===== src/rtl/uart_rx_frame_parser_if.sv =====
// rtl/uart_rx_frame_parser_if.sv - byte input and payload output handshake bundle
//
// Signals:
//   rx_data   [7:0]  received byte
//   rx_valid         one-cycle strobe qualifying rx_data
//   out_data  [7:0]  payload byte (0 while out_valid is low)
//   out_valid        payload byte available
//   out_ready        consumer accepts the byte
//   out_last         final payload byte of a frame
// Modports:
//   master  drives received bytes and out_ready (the environment side)
//   slave   the parser side

interface uart_rx_frame_parser_if;
    logic [7:0] rx_data;
    logic       rx_valid;
    logic [7:0] out_data;
    logic       out_valid;
    logic       out_ready;
    logic       out_last;

    modport master (
        output rx_data,
        output rx_valid,
        output out_ready,
        input  out_data,
        input  out_valid,
        input  out_last
    );

    modport slave (
        input  rx_data,
        input  rx_valid,
        input  out_ready,
        output out_data,
        output out_valid,
        output out_last
    );
endinterface


===== src/rtl/uart_rx_frame_parser.sv =====
// rtl/uart_rx_frame_parser.sv - sync/length/payload/XOR-checksum frame parser
//
// Finds SYNC_BYTE, reads LEN and LEN payload bytes into a register buffer,
// checks CSUM = LEN ^ payload, and releases good payloads one byte at a time.
//
// Ports:
//   clk         system clock
//   rst_n       asynchronous active-low reset
//   bus         slave side of uart_rx_frame_parser_if (rx byte in, payload out)
//   frame_ok    one-cycle pulse, checksum matched
//   frame_err   one-cycle pulse, frame rejected
//   err_code    last error cause: 1 bad length, 2 checksum, 3 timeout
//   busy        high whenever the parser is not hunting for sync
//   drop_count  saturating count of bytes discarded while draining

module uart_rx_frame_parser #(
    parameter int         MAX_LEN        = 16,
    parameter logic [7:0] SYNC_BYTE      = 8'hA5,
    parameter int         TIMEOUT_CYCLES = 1024
) (
    input  logic                         clk,
    input  logic                         rst_n,
    uart_rx_frame_parser_if.slave        bus,
    output logic                         frame_ok,
    output logic                         frame_err,
    output logic [1:0]                   err_code,
    output logic                         busy,
    output logic [7:0]                   drop_count
);
    localparam int         IW        = $clog2(MAX_LEN + 1);
    localparam int         GW        = $clog2(TIMEOUT_CYCLES + 1);
    // Depth rounded up to the full index range so every index value maps to
    // a real entry; entries beyond MAX_LEN are never written or read.
    localparam int         DEPTH     = 1 << IW;
    localparam logic [7:0] MAX_LEN_B = 8'(MAX_LEN);
    // The byte cycle itself counts as the first cycle of the gap, so the
    // error is registered at the end of idle cycle TIMEOUT_CYCLES-1 and is
    // visible exactly TIMEOUT_CYCLES cycles after the last accepted byte.
    localparam logic [GW-1:0] GAP_LAST = GW'(TIMEOUT_CYCLES - 2);

    typedef enum logic [2:0] {HUNT, LEN, PAYLOAD, CSUM, DRAIN} state_t;

    state_t          state;
    state_t          state_d;
    logic [IW-1:0]   len_q;
    logic [7:0]      csum_q;
    logic [IW-1:0]   wr_idx;
    logic [IW-1:0]   rd_idx;
    logic [GW-1:0]   gap_cnt;
    logic [7:0]      buf_mem [0:DEPTH-1];
    logic            out_valid_q;

    logic            frame_ok_d;
    logic            frame_err_d;
    logic [1:0]      err_code_d;

    logic            in_frame;
    logic            timeout_hit;
    logic            len_bad;
    logic            csum_match;
    logic            pay_last;
    logic            rd_last;
    logic            xfer;

    assign in_frame    = (state == LEN) || (state == PAYLOAD) || (state == CSUM);
    // A byte in the deadline cycle wins over the timeout.
    assign timeout_hit = in_frame && !bus.rx_valid && (gap_cnt == GAP_LAST);
    assign len_bad     = (bus.rx_data == 8'd0) || (bus.rx_data > MAX_LEN_B);
    assign csum_match  = (bus.rx_data == csum_q);
    assign pay_last    = ((wr_idx + IW'(1)) == len_q);
    assign rd_last     = ((rd_idx + IW'(1)) == len_q);
    assign xfer        = out_valid_q && bus.out_ready;

    // State register
    always_ff @(posedge clk or negedge rst_n) begin
        if (!rst_n) begin
            state <= HUNT;
        end else begin
            state <= state_d;
        end
    end

    // Next-state logic
    always_comb begin
        state_d = state;
        case (state)
            HUNT: begin
                if (bus.rx_valid && (bus.rx_data == SYNC_BYTE)) begin
                    state_d = LEN;
                end
            end
            LEN: begin
                if (bus.rx_valid) begin
                    state_d = len_bad ? HUNT : PAYLOAD;
                end else if (timeout_hit) begin
                    state_d = HUNT;
                end
            end
            PAYLOAD: begin
                if (bus.rx_valid) begin
                    if (pay_last) begin
                        state_d = CSUM;
                    end
                end else if (timeout_hit) begin
                    state_d = HUNT;
                end
            end
            CSUM: begin
                if (bus.rx_valid) begin
                    state_d = csum_match ? DRAIN : HUNT;
                end else if (timeout_hit) begin
                    state_d = HUNT;
                end
            end
            DRAIN: begin
                if (xfer && rd_last) begin
                    state_d = HUNT;
                end
            end
            default: state_d = HUNT;
        endcase
    end

    // Output decode (registered below)
    always_comb begin
        frame_ok_d  = 1'b0;
        frame_err_d = 1'b0;
        err_code_d  = err_code;
        if (bus.rx_valid && (state == LEN) && len_bad) begin
            frame_err_d = 1'b1;
            err_code_d  = 2'd1;
        end
        if (bus.rx_valid && (state == CSUM)) begin
            if (csum_match) begin
                frame_ok_d  = 1'b1;
            end else begin
                frame_err_d = 1'b1;
                err_code_d  = 2'd2;
            end
        end
        if (timeout_hit) begin
            frame_err_d = 1'b1;
            err_code_d  = 2'd3;
        end
    end

    always_ff @(posedge clk or negedge rst_n) begin
        if (!rst_n) begin
            frame_ok    <= 1'b0;
            frame_err   <= 1'b0;
            err_code    <= 2'd0;
            busy        <= 1'b0;
            out_valid_q <= 1'b0;
            drop_count  <= 8'd0;
            len_q       <= '0;
            csum_q      <= 8'd0;
            wr_idx      <= '0;
            rd_idx      <= '0;
            gap_cnt     <= '0;
        end else begin
            frame_ok    <= frame_ok_d;
            frame_err   <= frame_err_d;
            err_code    <= err_code_d;
            busy        <= (state_d != HUNT);
            out_valid_q <= (state_d == DRAIN);

            if (bus.rx_valid || (state_d == HUNT) || (state_d == DRAIN)) begin
                gap_cnt <= '0;
            end else begin
                gap_cnt <= gap_cnt + GW'(1);
            end

            if (bus.rx_valid) begin
                case (state)
                    LEN: begin
                        // Truncation only matters for lengths that are rejected.
                        len_q  <= bus.rx_data[IW-1:0];
                        csum_q <= bus.rx_data;
                        wr_idx <= '0;
                    end
                    PAYLOAD: begin
                        csum_q <= csum_q ^ bus.rx_data;
                        wr_idx <= wr_idx + IW'(1);
                    end
                    CSUM: begin
                        rd_idx <= '0;
                    end
                    DRAIN: begin
                        if (drop_count != 8'hFF) begin
                            drop_count <= drop_count + 8'd1;
                        end
                    end
                    default: ;
                endcase
            end

            if (xfer) begin
                rd_idx <= rd_idx + IW'(1);
            end
        end
    end

    // Payload storage; contents are don't-care after reset.
    always_ff @(posedge clk) begin
        if ((state == PAYLOAD) && bus.rx_valid) begin
            buf_mem[wr_idx] <= bus.rx_data;
        end
    end

    assign bus.out_valid = out_valid_q;
    assign bus.out_data  = out_valid_q ? buf_mem[rd_idx] : 8'd0;
    assign bus.out_last  = out_valid_q && rd_last;
endmodule


===== src/flat_wrapper.sv =====
// flat-port wrapper written by rule: the top's interface ports become plain ports
module uart_rx_frame_parser_flat 
#(
    parameter int         MAX_LEN        = 16,
    parameter logic [7:0] SYNC_BYTE      = 8'hA5,
    parameter int         TIMEOUT_CYCLES = 1024
)
  (clk, rst_n, frame_ok, frame_err, err_code, busy, drop_count, bus_rx_data, bus_rx_valid, bus_out_ready, bus_out_data, bus_out_valid, bus_out_last);
  uart_rx_frame_parser_if bus_i ();
  input  logic clk;
  input  logic rst_n;
  output logic frame_ok;
  output logic frame_err;
  output logic [1:0] err_code;
  output logic busy;
  output logic [7:0] drop_count;
  input wire logic [$bits(bus_i.rx_data)-1:0] bus_rx_data;
  input wire logic [$bits(bus_i.rx_valid)-1:0] bus_rx_valid;
  input wire logic [$bits(bus_i.out_ready)-1:0] bus_out_ready;
  output wire logic [$bits(bus_i.out_data)-1:0] bus_out_data;
  output wire logic [$bits(bus_i.out_valid)-1:0] bus_out_valid;
  output wire logic [$bits(bus_i.out_last)-1:0] bus_out_last;
  assign bus_i.rx_data = bus_rx_data;
  assign bus_i.rx_valid = bus_rx_valid;
  assign bus_i.out_ready = bus_out_ready;
  assign bus_out_data = bus_i.out_data;
  assign bus_out_valid = bus_i.out_valid;
  assign bus_out_last = bus_i.out_last;
  uart_rx_frame_parser #(.MAX_LEN(MAX_LEN), .SYNC_BYTE(SYNC_BYTE), .TIMEOUT_CYCLES(TIMEOUT_CYCLES)) u_core (.clk(clk), .rst_n(rst_n), .bus(bus_i), .frame_ok(frame_ok), .frame_err(frame_err), .err_code(err_code), .busy(busy), .drop_count(drop_count));
endmodule

===== config.mk =====
export PLATFORM = sky130hd
export DESIGN_NAME = uart_rx_frame_parser_flat
export DESIGN_NICKNAME = d
export VERILOG_FILES = /design/src/rtl/uart_rx_frame_parser_if.sv /design/src/rtl/uart_rx_frame_parser.sv /design/src/flat_wrapper.sv
export SDC_FILE = /design/constraint.sdc
export NUM_CORES = 1
export LEC_CHECK = 0
export CAP_MARGIN = 20
export CORE_UTILIZATION = 40
export CTS_BUF_LIST = sky130_fd_sc_hd__clkbuf_8
export DETAILED_ROUTE_END_ITERATION = 16
export GPL_TIMING_DRIVEN = 0
export PLACE_DENSITY = 0.56
export SETUP_SLACK_MARGIN = 0.15
export SKIP_LAST_GASP = 1
export SLEW_MARGIN = 20
export SYNTH_ARGS = -nofsm -noshare
export SYNTH_HDL_FRONTEND = slang
export SYNTH_SLANG_ARGS = --single-unit

===== constraint.sdc =====
create_clock -name clk -period 2.77 [get_ports clk]
set_input_delay 0.6925 -clock clk [delete_from_list [all_inputs] [get_ports clk]]
set_output_delay 0.6925 -clock clk [all_outputs]
set_load 0.005 [all_outputs]

---- After elaboration in Yosys (flattened, before gate mapping) ----
Memory sizes are Yosys's and may differ from the RTL's.
Index checks and enable logic that the tools add are counted.
storage, ports and cells
  RAM bits ................................ 256
  latch bits .............................. 0
  word-level logic and storage cells ...... 86
  bits in read-only memories .............. 0
  input bits .............................. 12
  output and inout port bits .............. 23
  register bits ........................... 51
  memories kept ........................... 1
operators by class
  muxes and demuxes ....................... 29
  multiply operators ...................... 0
  add/sub/neg operators ................... 4
  reductions and logical operators ........ 27
  shift operators ......................... 0
  $lt $le $gt $ge ......................... 1
  equal/unequal tests ..................... 11
  div/mod/pow operators ................... 0
  bitwise gates (word level) .............. 1
memory list
  name            words  width  rd ports  clocked after Yosys merged registers in  wr ports  line                        text
  u_core.buf_mem  32     8      1         0                                        1         uart_rx_frame_parser.sv:50  logic [7:0] buf_mem [0:DEPTH-1];
operators by type and width
  kind                                                                     count
  3-bit 2-to-1 mux                                                         8
  8-bit one-hot mux with 2 select lines                                    1
  5-bit 2-to-1 mux                                                         3
  3-bit one-hot mux with 5 select lines                                    1
  11-bit by 1-bit adder with 11-bit output, second input constant          1
  11-bit by 10-bit equality test with 1-bit output, second input constant  1
  11-bit 2-to-1 mux                                                        1
  5-bit by 1-bit adder with 5-bit output, second input constant            2
  5-bit equality test                                                      2
  1-bit logical AND                                                        10
  2-bit 2-to-1 mux                                                         5
  5-bit one-hot mux with 2 select lines                                    1
  8-bit by 1-bit adder with 8-bit output, second input constant            1
  8-bit equality test                                                      1
  8-bit equality test, second input constant                               1
  8-bit by 5-bit > comparator with 1-bit output, second input constant     1
  8-bit zero test                                                          1
  1-bit 2-to-1 mux                                                         8
  8-bit 2-to-1 mux                                                         1
  8-bit inequality test, second input constant                             1
  8-bit bitwise XOR                                                        1
  3-bit by 2-bit equality test with 1-bit output, second input constant    2
  3-bit equality test, second input constant                               2
  3-bit zero test                                                          2
  7 further kinds                                                          15

---- Longest topological paths before layout ----
  depth in word-level cells ............... 12
  gate-level depth with buffers ........... 9
  gate-level depth less buffers ........... 7

---- Worst setup path after synthesis ----
Ideal clock, no wire load.
  path type ............................... reg-to-output
  start point ............................. register u_core.rd_idx[0]
  end point ............................... output bus_out_data[6]
  cell stages (with the launch flop) ...... 7
  data arrival time ....................... 1,628 ps
  path buffers ............................ 2
  slack ................................... 449 ps
  data required time ...................... 2,078 ps
  cell sequence ........................... dfrtp_1 -> buf_6 -> buf_12 -> mux4_1 -> mux2_2 -> o221ai_2 -> a31oi_1
between the ends
  longest elaborated chain between the ends .. 2
RTL lines
  what                    line                         text
  from (decl)             uart_rx_frame_parser.sv:48   logic [IW-1:0] rd_idx;
  from (signal assigned)  uart_rx_frame_parser.sv:198  rd_idx <= rd_idx + IW'(1);
  memory 32 x 8 bit       --
  8-bit 2-to-1 mux        uart_rx_frame_parser.sv:211  assign bus.out_data = out_valid_q ? buf_mem[rd_idx] : 8'd0;
  to (decl)               flat_wrapper.sv:20           output wire logic [$bits(bus_i.out_data)-1:0] bus_out_data;
No other way between the ends.

---- Worst setup path after layout ----
Ends and elaborated chain as after synthesis.

==> impl_results.md <==
- Grt total ovfl: 0
- Met2 usage: 29.8%
- Crit-path max FO: 5
- Ys async rst share: 16.6%
- Die Ht: 181 µm
- R2r setup slk: 0.36 ns
- Max_slew headroom: 44.5%
- Setup crit start kind: register
- Cell Area, Placed: 13,700 µm²
- DR vias: 7,274
- Most Used Layer, Global Route: met2
- Failing checks: negative setup slack
- Syn nets: 815
- Yosys warning count: 0
- Setup crit end kind: output pin
- Most used DFF post-synth: edfxtp_1
- Worst Hold Class: input pin to asynchronous set/reset pin
- Post-synthesis register bit count: 307
- Peak Freq: 0.301 GHz
- Reg2reg start: u_core.rd_idx[0]
- Setup WS post-layout: -0.556 ns
- Post-synth EDFFs: 256
- Worst-path clk slew: 0.07 ns
- Top cell type's share of synthesized area: 59.7%
- Sequential element share of the synthesized area: 69.7%
- Critical path class: register to output pin
- IO Pins: 35
- Status: complete, but fails checks
- Setup TNS: -4.53 ns
- Dpl cells: 1,234
- Smallest hold slack: 0.165 ns
- CTS root buffer: clkbuf_8
- Actual slew at the worst max-slew pin: 0.833 ns
- Reg2Reg Depth: 13
- Synth-to-Final Area Change: 20.2%
- Via density: 5.40
- Crit path arrival time: 2.63 ns
- Hold Vio Cnt, Final: 0
- LEAKAGE: 5.22 nW
- Final setup violation count: 9
- Total power: 9.04 mW
- Gpl congestion: 0.804
- Clk buf depth: 3
- WL final: 29.9 mm
- Max-slew violation count: 0
- Initial core utilization: 40.7%
- Final ANT Viol Nets: 0
- Max-cap viol count: 0
- Syn Area/Cell: 16.2 µm²
- Num rows: 65
- GR Util met1: 26.1%
- Data required, critical path: 2.08 ns
- Vias in the first global route: 7,355
- Worst Skew: 0.0232 ns
- RSZ-0062 raised after global routing: true
- Post-layout util: 48.9%
- Die Wd: 181 µm
- Clk_lat worst skew: 0.57 ns
- Routed length per placed instance: 22.2 µm
- Final instance area: 15,500 µm²
- Router iterations before antenna repair: 6
- Post-Syn Area: 12,900 µm²
- N_diodes: 0
- Largest net degree at the start of global routing: 52
- Dpl hpwl: 18.6 mm
- Crit share post-route: 120%
- Htree depth: 2
- Core ar.: 31,600 µm²
- Initial antenna violation count: 0
- Overall global routing resource usage: 18.7%
- First-pass GRT wire length: 45.7 mm
- Number of port buffers: 34
- CTS sink count: 307
- Pre-CTS setup slack: -0.804 ns
- Min Tclk post-route: 3.33 ns
- Post-Syn Instances: 795
- Starting DRT DRC Count: 743
- Maximum vdd drop: 304 µV
- Final nets: 922
- Power per cell area: 584 nW/µm²
- Netlist cell types: 49
- Die area: 32,900 µm²
- CTS Buf Count: 52
- # DRC: 0
- CTS tree: yes
- Layout Cells excl Fill: 1,346
- Met3 global-route usage: 3.29%
- Layout fillers: 2,697
- Largest cells by area after synthesis: edfxtp_1 (60%), dfrtp_1 (9.9%), mux4_2 (9.8%), nand2_1 (2.7%), nor2_1 (2.0%)
- Share of cells above drive strength 1: 28.6%
- Cell taking the most area after synthesis: edfxtp_1
- R2R Path End: u_core.busy
## layer usage
metal / routed length (µm) / share of wire [%]
met4: 699 / 2.3
met3: 1410 / 4.7
met2: 14200 / 47
met5: 0 / 0
met1: 13600 / 45
## report_power, final
group	leakage, nW	total (mW)	internal, mW	switching (mW)
clock	0.572	3.80	2.00	1.81
sequential	3.00	5.03	5.02	0.0150
combinational	1.65	0.204	0.0621	0.142
## sequential cells by signal (all words and copies together) (netlist names)
signal,cells
u_core.buf_mem,256
u_core.bus.out_valid,1
u_core.busy,1
u_core.csum_q,8
u_core.drop_count,8
u_core.err_code,2
u_core.frame_err,1
u_core.frame_ok,1
u_core.gap_cnt,11
u_core.len_q,5
u_core.rd_idx,5
u_core.state,3
u_core.wr_idx,5
## cells by family (layout without fill, tap and decap cells)
| family | Yosys count | in the layout | share of synthesized area [%] |
|---|---|---|---|
| multiplexers | 71 | 71 | 12.0 |
| flip-flops | 307 | 307 | 69.7 |
| AND/OR/NAND/NOR | 236 | 236 | 8.28 |
| adder cells (fa/ha/maj) | 8 | 8 | 0.778 |
| AO/OA/AOI/OAI | 79 | 79 | 4.35 |
| buffers and inverters | 53 | 202 | 2.10 |
| XOR/XNOR | 41 | 41 | 2.79 |
## critical path, cell delays in order (launching register included)
cell and delay, ns:
dfrtp_1 0.37, buf_6 0.18, buf_12 0.13, buf_4 0.10, mux4_1 0.53, mux2_4 0.29
o221ai_4 0.20, a31oi_2 0.08, buf_2 0.18
## synth_stat cells, drive strengths merged, types with 5 or more instances
library cell,instances
mux4,64
buf,25
nor2,69
nand3b,5
a31oi,8
nand3,24
nand2b,11
a22oi,9
xnor2,14
ha,8
mux2,7
edfxtp,256
a311o,8
nand2,92
nand4,8
o221ai,8
o21ai,11
a21oi,19
inv,7
dfrtp,51
clkbuf,20
xor2,27
o311ai,8
## worst max-delay path by stage
stage,from,slack [ns],to
floorplan,u_core.rd_idx[0],0.45,bus_out_data[6]
global placement,bus_rx_data[4],-1.05,u_core.frame_err
detailed placement,bus_rx_data[1],-0.80,u_core.frame_err
CTS,u_core.rd_idx[0],-0.61,bus_out_data[5]
global route,u_core.rd_idx[0],-0.63,bus_out_data[6]
finish,u_core.rd_idx[0],-0.56,bus_out_data[6]
## layout by cell type, fill, tap and decap left out, drive strengths merged, types with 8 or more instances in the layout
| cell | count |
|---|---|
| buf | 59 |
| o311ai | 8 |
| clkdlybuf4s50 | 16 |
| clkinv | 19 |
| mux4 | 64 |
| a311o | 8 |
| xor2 | 27 |
| dfrtp | 51 |
| o221ai | 8 |
| a31oi | 8 |
| nand2b | 11 |
| edfxtp | 256 |
| nand3 | 24 |
| a21oi | 19 |
| nor2 | 69 |
| a22oi | 9 |
| clkbuf | 75 |
| nand4 | 8 |
| ha | 8 |
| o21ai | 11 |
| xnor2 | 14 |
| nand2 | 92 |
| inv | 28 |
## repair_timing
action,CTS,global route
resized for setup,170,23
setup buffers,13,1
pin swaps,12,6
endpoints found under the setup margin,272,265
hold buffers,0,0
cloned,2,0
## final cells by class
class | count | area [µm²] | area share, %
Inverter | 8 | 31.3 | 0.202
Clock buffer | 54 | 743 | 4.80
Multi-Input combinational cell | 435 | 4130 | 26.7
Sequential cell | 307 | 8960 | 57.9
Clock inverter | 42 | 228 | 1.47
Timing Repair Buffer | 53 | 537 | 3.47
Buffer | 45 | 332 | 2.14
Tap cell | 402 | 503 | 3.25
Note: power is estimated with default switching activity, not from simulation.
